<file path="config.mk">
export PLATFORM = sky130hd
export DESIGN_NAME = uart_msg_tx_flat
export DESIGN_NICKNAME = d
export VERILOG_FILES = /design/src/rtl/uart_msg_tx_if.sv /design/src/rtl/uart_msg_tx.sv /design/src/flat_wrapper.sv
export SDC_FILE = /design/constraint.sdc
export NUM_CORES = 1
export LEC_CHECK = 0
export CORE_MARGIN = 2
export CORE_UTILIZATION = 40
export CTS_CLUSTER_DIAMETER = 30
export DETAILED_ROUTE_END_ITERATION = 16
export PLACE_DENSITY_LB_ADDON = 0.08
export SLEW_MARGIN = 20
export SYNTH_ARGS = -nofsm -noshare
export SYNTH_HDL_FRONTEND = slang
export SYNTH_SLANG_ARGS = --single-unit
</file>
<file path="constraint.sdc">
create_clock -name clk -period 2 [get_ports clk]
set_input_delay 0.6 -clock clk [delete_from_list [all_inputs] [get_ports clk]]
set_output_delay 0.6 -clock clk [all_outputs]
set_load 0.02 [all_outputs]
</file>
<file path="src/rtl/uart_msg_tx_if.sv">
// Message handshake between the sequencer (master) and the UART message
// transmitter (slave): start request, packed message, serial line and status.
interface uart_msg_tx_if #(
    parameter int NUM_BYTES = 8
);
    logic                   transmit;
    logic [8*NUM_BYTES-1:0] str;
    logic                   tx;
    logic                   busy;
    logic                   done;

    modport master (output transmit, output str, input tx, input busy, input done);
    modport slave  (input transmit, input str, output tx, output busy, output done);
endinterface

</file>
<file path="src/rtl/uart_msg_tx.sv">
// uart_msg_tx: serialises a fixed-length packed ASCII message as 8N1 frames,
// character 0 (most significant byte of str) first, then pulses done.
// Optional build macro UART_HASH_STOP_EN: the message ends after the stop bit
// of the first '#' character (terminator included).
//
// state | meaning
// IDLE  | line high, waiting for transmit
// START | start bit (line low)
// DATA  | 8 data bits, LSB first
// STOP  | stop bit (line high), then next character or end of message
module uart_msg_tx #(
    parameter int CLKS_PER_BIT = 434,
    parameter int NUM_BYTES    = 8
) (
    input  logic           clk,
    input  logic           rst_n,
    uart_msg_tx_if.slave   bus
);
    localparam int CW = (CLKS_PER_BIT > 1) ? $clog2(CLKS_PER_BIT) : 1;
    localparam int BW = (NUM_BYTES > 1) ? $clog2(NUM_BYTES) : 1;
    localparam int SW = 8 * NUM_BYTES;
    localparam logic [CW-1:0] CNT_LAST  = CW'(CLKS_PER_BIT - 1);
    localparam logic [BW-1:0] BYTE_LAST = BW'(NUM_BYTES - 1);

    typedef enum logic [1:0] {IDLE, START, DATA, STOP} state_t;

    state_t        state_q, state_n;
    logic [CW-1:0] cnt_q, cnt_n;
    logic [2:0]    bit_q, bit_n;
    logic [BW-1:0] byte_q, byte_n;
    logic [SW-1:0] sh_q, sh_n;
    logic          tx_q, tx_n;
    logic          busy_q, busy_n;
    logic          done_q, done_n;

    logic [7:0]    cur;
    logic          cnt_wrap;
    logic          is_last;

    // Current character always sits in the top byte of the shift register.
    assign cur      = sh_q[SW-1 -: 8];
    assign cnt_wrap = (cnt_q == CNT_LAST);
`ifdef UART_HASH_STOP_EN
    assign is_last  = (byte_q == BYTE_LAST) || (cur == 8'h23);
`else
    assign is_last  = (byte_q == BYTE_LAST);
`endif

    assign bus.tx   = tx_q;
    assign bus.busy = busy_q;
    assign bus.done = done_q;

    // State and all registered outputs; reset abandons any frame in progress.
    always_ff @(posedge clk or negedge rst_n) begin
        if (!rst_n) begin
            state_q <= IDLE;
            cnt_q   <= '0;
            bit_q   <= '0;
            byte_q  <= '0;
            sh_q    <= '0;
            tx_q    <= 1'b1;
            busy_q  <= 1'b0;
            done_q  <= 1'b0;
        end else begin
            state_q <= state_n;
            cnt_q   <= cnt_n;
            bit_q   <= bit_n;
            byte_q  <= byte_n;
            sh_q    <= sh_n;
            tx_q    <= tx_n;
            busy_q  <= busy_n;
            done_q  <= done_n;
        end
    end

    // Next state and next output values; tx is computed one cycle ahead so the
    // line changes on the same edge as the state it belongs to.
    always_comb begin
        state_n = state_q;
        cnt_n   = cnt_q;
        bit_n   = bit_q;
        byte_n  = byte_q;
        sh_n    = sh_q;
        tx_n    = tx_q;
        busy_n  = busy_q;
        done_n  = 1'b0;
        unique case (state_q)
            IDLE: begin
                tx_n   = 1'b1;
                busy_n = 1'b0;
                if (bus.transmit) begin
                    sh_n    = bus.str;
                    byte_n  = '0;
                    cnt_n   = '0;
                    tx_n    = 1'b0;
                    busy_n  = 1'b1;
                    state_n = START;
                end
            end
            START: begin
                if (cnt_wrap) begin
                    cnt_n   = '0;
                    bit_n   = '0;
                    tx_n    = cur[0];
                    state_n = DATA;
                end else begin
                    cnt_n = cnt_q + CW'(1);
                end
            end
            DATA: begin
                if (cnt_wrap) begin
                    cnt_n = '0;
                    if (bit_q == 3'd7) begin
                        tx_n    = 1'b1;
                        state_n = STOP;
                    end else begin
                        bit_n = bit_q + 3'd1;
                        tx_n  = cur[bit_q + 3'd1];
                    end
                end else begin
                    cnt_n = cnt_q + CW'(1);
                end
            end
            STOP: begin
                if (cnt_wrap) begin
                    cnt_n = '0;
                    if (is_last) begin
                        tx_n    = 1'b1;
                        busy_n  = 1'b0;
                        done_n  = 1'b1;
                        state_n = IDLE;
                    end else begin
                        byte_n  = byte_q + BW'(1);
                        sh_n    = sh_q << 8;
                        tx_n    = 1'b0;
                        state_n = START;
                    end
                end else begin
                    cnt_n = cnt_q + CW'(1);
                end
            end
            default: state_n = IDLE;
        endcase
    end
endmodule

</file>
<file path="src/flat_wrapper.sv">
// flat-port wrapper written by rule: the top's interface ports become plain ports
module uart_msg_tx_flat 
#(
    parameter int CLKS_PER_BIT = 434,
    parameter int NUM_BYTES    = 8
)
  (clk, rst_n, bus_transmit, bus_str, bus_tx, bus_busy, bus_done);
  uart_msg_tx_if #(.NUM_BYTES(NUM_BYTES)) bus_i ();
  input  logic clk;
  input  logic rst_n;
  input wire logic [$bits(bus_i.transmit)-1:0] bus_transmit;
  input wire logic [$bits(bus_i.str)-1:0] bus_str;
  output wire logic [$bits(bus_i.tx)-1:0] bus_tx;
  output wire logic [$bits(bus_i.busy)-1:0] bus_busy;
  output wire logic [$bits(bus_i.done)-1:0] bus_done;
  assign bus_i.transmit = bus_transmit;
  assign bus_i.str = bus_str;
  assign bus_tx = bus_i.tx;
  assign bus_busy = bus_i.busy;
  assign bus_done = bus_i.done;
  uart_msg_tx #(.CLKS_PER_BIT(CLKS_PER_BIT), .NUM_BYTES(NUM_BYTES)) u_core (.clk(clk), .rst_n(rst_n), .bus(bus_i));
endmodule
</file>
# After elaboration in Yosys (flattened, before gate mapping)
# Index checks and enable logic that the tools add are counted.
dict set report totals {
  regBits 84
  in_bits 67
}
dict set report op_classes {
  add_sub_neg 3
  n_mux 37
  reduce_logical 9
  order_cmp 1
  n_eq_ne 14
}
# op n
set op_table {}
lappend op_table {{two-way mux 64 bit} 3}
lappend op_table {{one-hot mux 64 bit (2 select lines)} 1}
lappend op_table {{two-way mux 3 bit} 6}
lappend op_table {{two-way mux 9 bit} 2}
lappend op_table {{one-hot mux 9 bit (2 select lines)} 1}
lappend op_table {{two-way mux 1 bit} 13}
lappend op_table {{one-hot mux 3 bit (2 select lines)} 2}
lappend op_table {{two-way mux 2 bit} 5}
lappend op_table {{inequality test 2 x 1 -> 1 bit (second input constant)} 5}
lappend op_table {{adder 9 x 1 -> 9 bit (second input constant)} 1}
lappend op_table {{== test 9 bit (second input constant)} 1}
lappend op_table {{one-hot mux 2 bit (4 select lines)} 1}
lappend op_table {{AND reduction 4 bit} 2}
lappend op_table {{adder 3 x 1 -> 3 bit (second input constant)} 2}
lappend op_table {{== test 3 bit (second input constant)} 2}
lappend op_table {{inequality test 2 bit (second input constant)} 3}
lappend op_table {{AND reduction 3 bit} 2}
lappend op_table {{AND reduction 5 bit} 1}
lappend op_table {{== test 2 bit (second input constant)} 2}
lappend op_table {{< comparator 3 x 4 -> 1 bit (second input constant)} 1}
lappend op_table {{one-hot mux 1 bit (4 select lines)} 1}
lappend op_table {{nonzero test 2 bit} 2}
lappend op_table {{binary-select mux 1 bit (select 3 bit)} 1}
lappend op_table {{OR reduction 3 bit} 1}
lappend op_table {{other kinds (3)} 3}

# Longest topological paths before layout
dict set report logic_depth {
  word_depth 6
  depth_mapped 8
  mapped_depth_nobuf 6
}

# Worst setup path after synthesis
# Ideal clock, no wire load.
dict set report synth_timing {
  path_type {flip-flop to flip-flop}
  startpoint {reg u_core.byte_q[0]}
  endpoint {reg u_core.sh_q[15]}
  arrival_ns 1.873
  t_required_ns 1.875
  setup_slack_ns 0.002
  setup_ns 0.125
  stages_incl_launch_ff 8
  path_buffers 2
  period_less_slack_ns 1.998
  cell_sequence {dfrtp_1 > ha_1 > ha_1 > nor3_4 > o21a_2 > buf_12 > buf_12 > mux2_4}
}
dict set report synth_between {
  elab_chain_cells 3
}
# item line
set synth_rtl {}
lappend synth_rtl {{from (decl)} uart_msg_tx.sv:30} ;# logic [BW-1:0] byte_q, byte_n;
lappend synth_rtl {{from (signal assigned)} uart_msg_tx.sv:68} ;# byte_q <= byte_n;
lappend synth_rtl {{== test 3 bit} uart_msg_tx.sv:46} ;# assign is_last = (byte_q == BYTE_LAST);
lappend synth_rtl {{inequality test 2 bit (no line)} --}
lappend synth_rtl {{AND reduction 4 bit (no line)} --}
lappend synth_rtl {{to (signal assigned)} uart_msg_tx.sv:69} ;# sh_q <= sh_n;
lappend synth_rtl {{to (decl)} uart_msg_tx.sv:31} ;# logic [SW-1:0] sh_q, sh_n;
# Every way passes these cells.
# A chain may end at the register's enable or synchronous reset.

# Worst setup path in the final report
dict set report layout_timing {
  startpoint {reg u_core.byte_q[0]}
  endpoint {reg u_core.sh_q[63]}
}
# Same word-level chain as after synthesis.

==> qor.txt <==
Status = finished, final reports clean
Crit end category = flop
Routability cong. = 0.7381
Seq/Total Area, Yosys = 0.4583
Distinct cells, synth = 46
Die Wd = 111.1 µm
CTS tree = done
Antenna diodes = 0
Total gr overflow = 0
Ports = 70
Share of cells above drive strength 1 = 0.4239
Hold-fix buffers, CTS = 0
Critical R2R Launch = u_core.byte_q[0]
#FFs+latches synth = 84
Storage cell area = 0.002105 mm²
Post-DR vias/cell = 5.033
Post-Route WL = 9596 µm
Std cell rows = 39
CP arrival = 2150 ps
Post-DP Area = 0.005535 mm²
Async set-reset flop share out of synthesis = 1.000
Post-layout net count = 500
Vias in the first global route = 2,995
Critical-path maximum fanout = 8
Max Clock Freq = 515.8 MHz
Hold_ws = 127.7 ps
R2R setup slack = 60 ps
First-pass GRT wire length = 15,590 µm
Clock slew at the register clock pins of the worst setup and hold paths = 60 ps
Worst slew margin relative to its limit = 0.6549
Synthesis Warnings = 0
H-tree depth = 3
Core area = 0.01132 mm²
Cell taking the most area after synthesis = dfrtp_1
Final Hold Fails = 0
Lkg Pwr = 2.600 nW
R2R depth = 6
Clock tree buffer depth = 2
Die H = 111.1 µm
Synth Net Count = 407
Drt pass-1 iters = 4
Average wire per standard cell = 16.84 µm
Reg2Reg Capture Point = u_core.sh_q[63]
Worst Clk Skew = 4.788 ps
Tightest Pin Transition = 514.8 ps
Syn Inst Count = 329
Via Count = 2,869
Number of synthesized flops with an enable pin = 0
Initial Util = 0.4054
Max_cap viols = 0
Number of antenna violations at the first check in global routing = 0
CP Class = flop to flop
Synthesized area per cell = 13.95 µm²
Most common cell in the netlist = dfrtp_1
Setup_tns = 0 ps
Synth top area cells = dfrtp_1, mux2_2, mux2_4, a22o_1, ha_1
Layout area overhead = 31.38%
Total track usage = 0.1606
CTS buffer count = 9
Die ar. = 0.01235 mm²
VDD IR max = 0.5859 mV
Antenna-violating nets left = 0
Ys flop type = dfrtp_1
Worst-Skew Late Latency = 330 ps
HPWL Detailed = 6739 µm
Synth cell count leaders = dfrtp_1, mux2_2, mux2_4
Largest net degree at the start of global routing = 54
Area of the multi-input gates = 0.002360 mm²
Synth Cell Area = 0.004589 mm²
Worst Setup SP = u_core.byte_q[0]
Hold Crit Class = input pin to asynchronous set/reset pin
I/O Buffers = 69
Clock period minus worst slack = 1939 ps
CP Launch Type = flop
Worst Path Required = 2220 ps
Final setup vio count = 0
CTS root buf = clkbuf_16
Slew Limit Fails = 0
DRC Markers = 0
Non-Filler Instances = 570
Util after Layout = 0.5326
PD cells = 1713 mW/mm²
Synth top area share = 0.4526
DR iter-0 viols = 101
# fillers = 1,032
Final Cell Area = 0.006030 mm²
DP Cell Count = 542
CTS Sinks = 84
Tcrit/Tclk final = 0.9694
## per-stage QoR
stage	total power [mW]	setup slack (ps)
floorplan	7.148	2.283
global placement	8.115	-187.8
detailed placement	8.187	-237.7
CTS	9.907	25.35
global route	10.99	-5.359
finish	10.33	61.30
## sequential cells by signal, indices dropped and copies added, names as in the netlist
signal and flops:
u_core.bus.tx 1, u_core.cnt_q 9, u_core.bus.done 1, u_core.bus.busy 1, u_core.state_q 2, u_core.byte_q 3
u_core.bit_q 3, u_core.sh_q 64
## critical path, stage by stage, from the launching register on
cell and delay (ps):
dfrtp_1 400, ha_2 210, ha_4 170, nor3_4 200, o21a_4 310, clkbuf_16 210, mux2_2 320
## report_power, final
part	total, mW	internal, mW	leakage [nW]	switching (mW)
clock network	1.69	1.03	0.149	0.659
logic	5.67	3.60	1.43	2.07
registers	2.97	2.52	1.02	0.449
## how the worst max path moves through the flow
stage | cells after the start | end | slack [ps]
floorplan | 7 | u_core.sh_q[15] | 2
global placement | 5 | u_core.sh_q[7] | -190
detailed placement | 5 | u_core.sh_q[2] | -240
CTS | 6 | u_core.sh_q[2] | 30
global route | 5 | u_core.sh_q[63] | -5
finish | 6 | u_core.sh_q[63] | 60
## layout by cell type, fill, tap and decap left out, types with 5 or more instances in the layout
master / n
ha_1: 7
a22o_1: 16
xor2_1: 5
clkbuf_16: 12
buf_4: 21
mux2_4: 40
mux2_2: 75
nand2_1: 10
buf_12: 7
dfrtp_1: 82
nor2_1: 8
clkdlybuf4s50_1: 67
## metal layers
metal | up-vias | part of all wire | wire (µm) | track usage
met1 | 1399 | 0.49 | 4749 | 0.2267
met2 | 58 | 0.45 | 4325 | 0.2442
met3 | 9 | 0.039 | 373 | 0.03280
li1 | 1403 | - | - | -
met5 | - | 0 | 0 | 0
met4 | 0 | 0.015 | 147 | 0.06173
## kinds of logic after synthesis
family / Yosys count / share of synthesized area
XOR/XNOR: 6 / 0.01145
multiplexers: 121 / 0.3334
AND/OR/NAND/NOR: 50 / 0.06979
buffers and inverters: 23 / 0.03899
adder cells (fa/ha/maj): 11 / 0.02999
flip-flops: 84 / 0.4583
AO/OA/AOI/OAI: 34 / 0.05807
## layout make-up
cell class / instances / area share
clock inverters: 4 / 0.007885
well taps: 143 / 0.02967
clock buffers: 12 / 0.04254
multi-input cells: 222 / 0.3914
flip-flops and latches: 84 / 0.3490
repair buffers: 100 / 0.1764
inverters: 5 / 0.003113
## repair_timing
item	4_1_cts	5_1_grt
buffers inserted	0	8
gates resized for setup	1	12
gates cloned	0	4
endpoints found under the setup margin	1	67
pin swaps	0	4
Note: power is estimated with default switching activity, not from simulation.
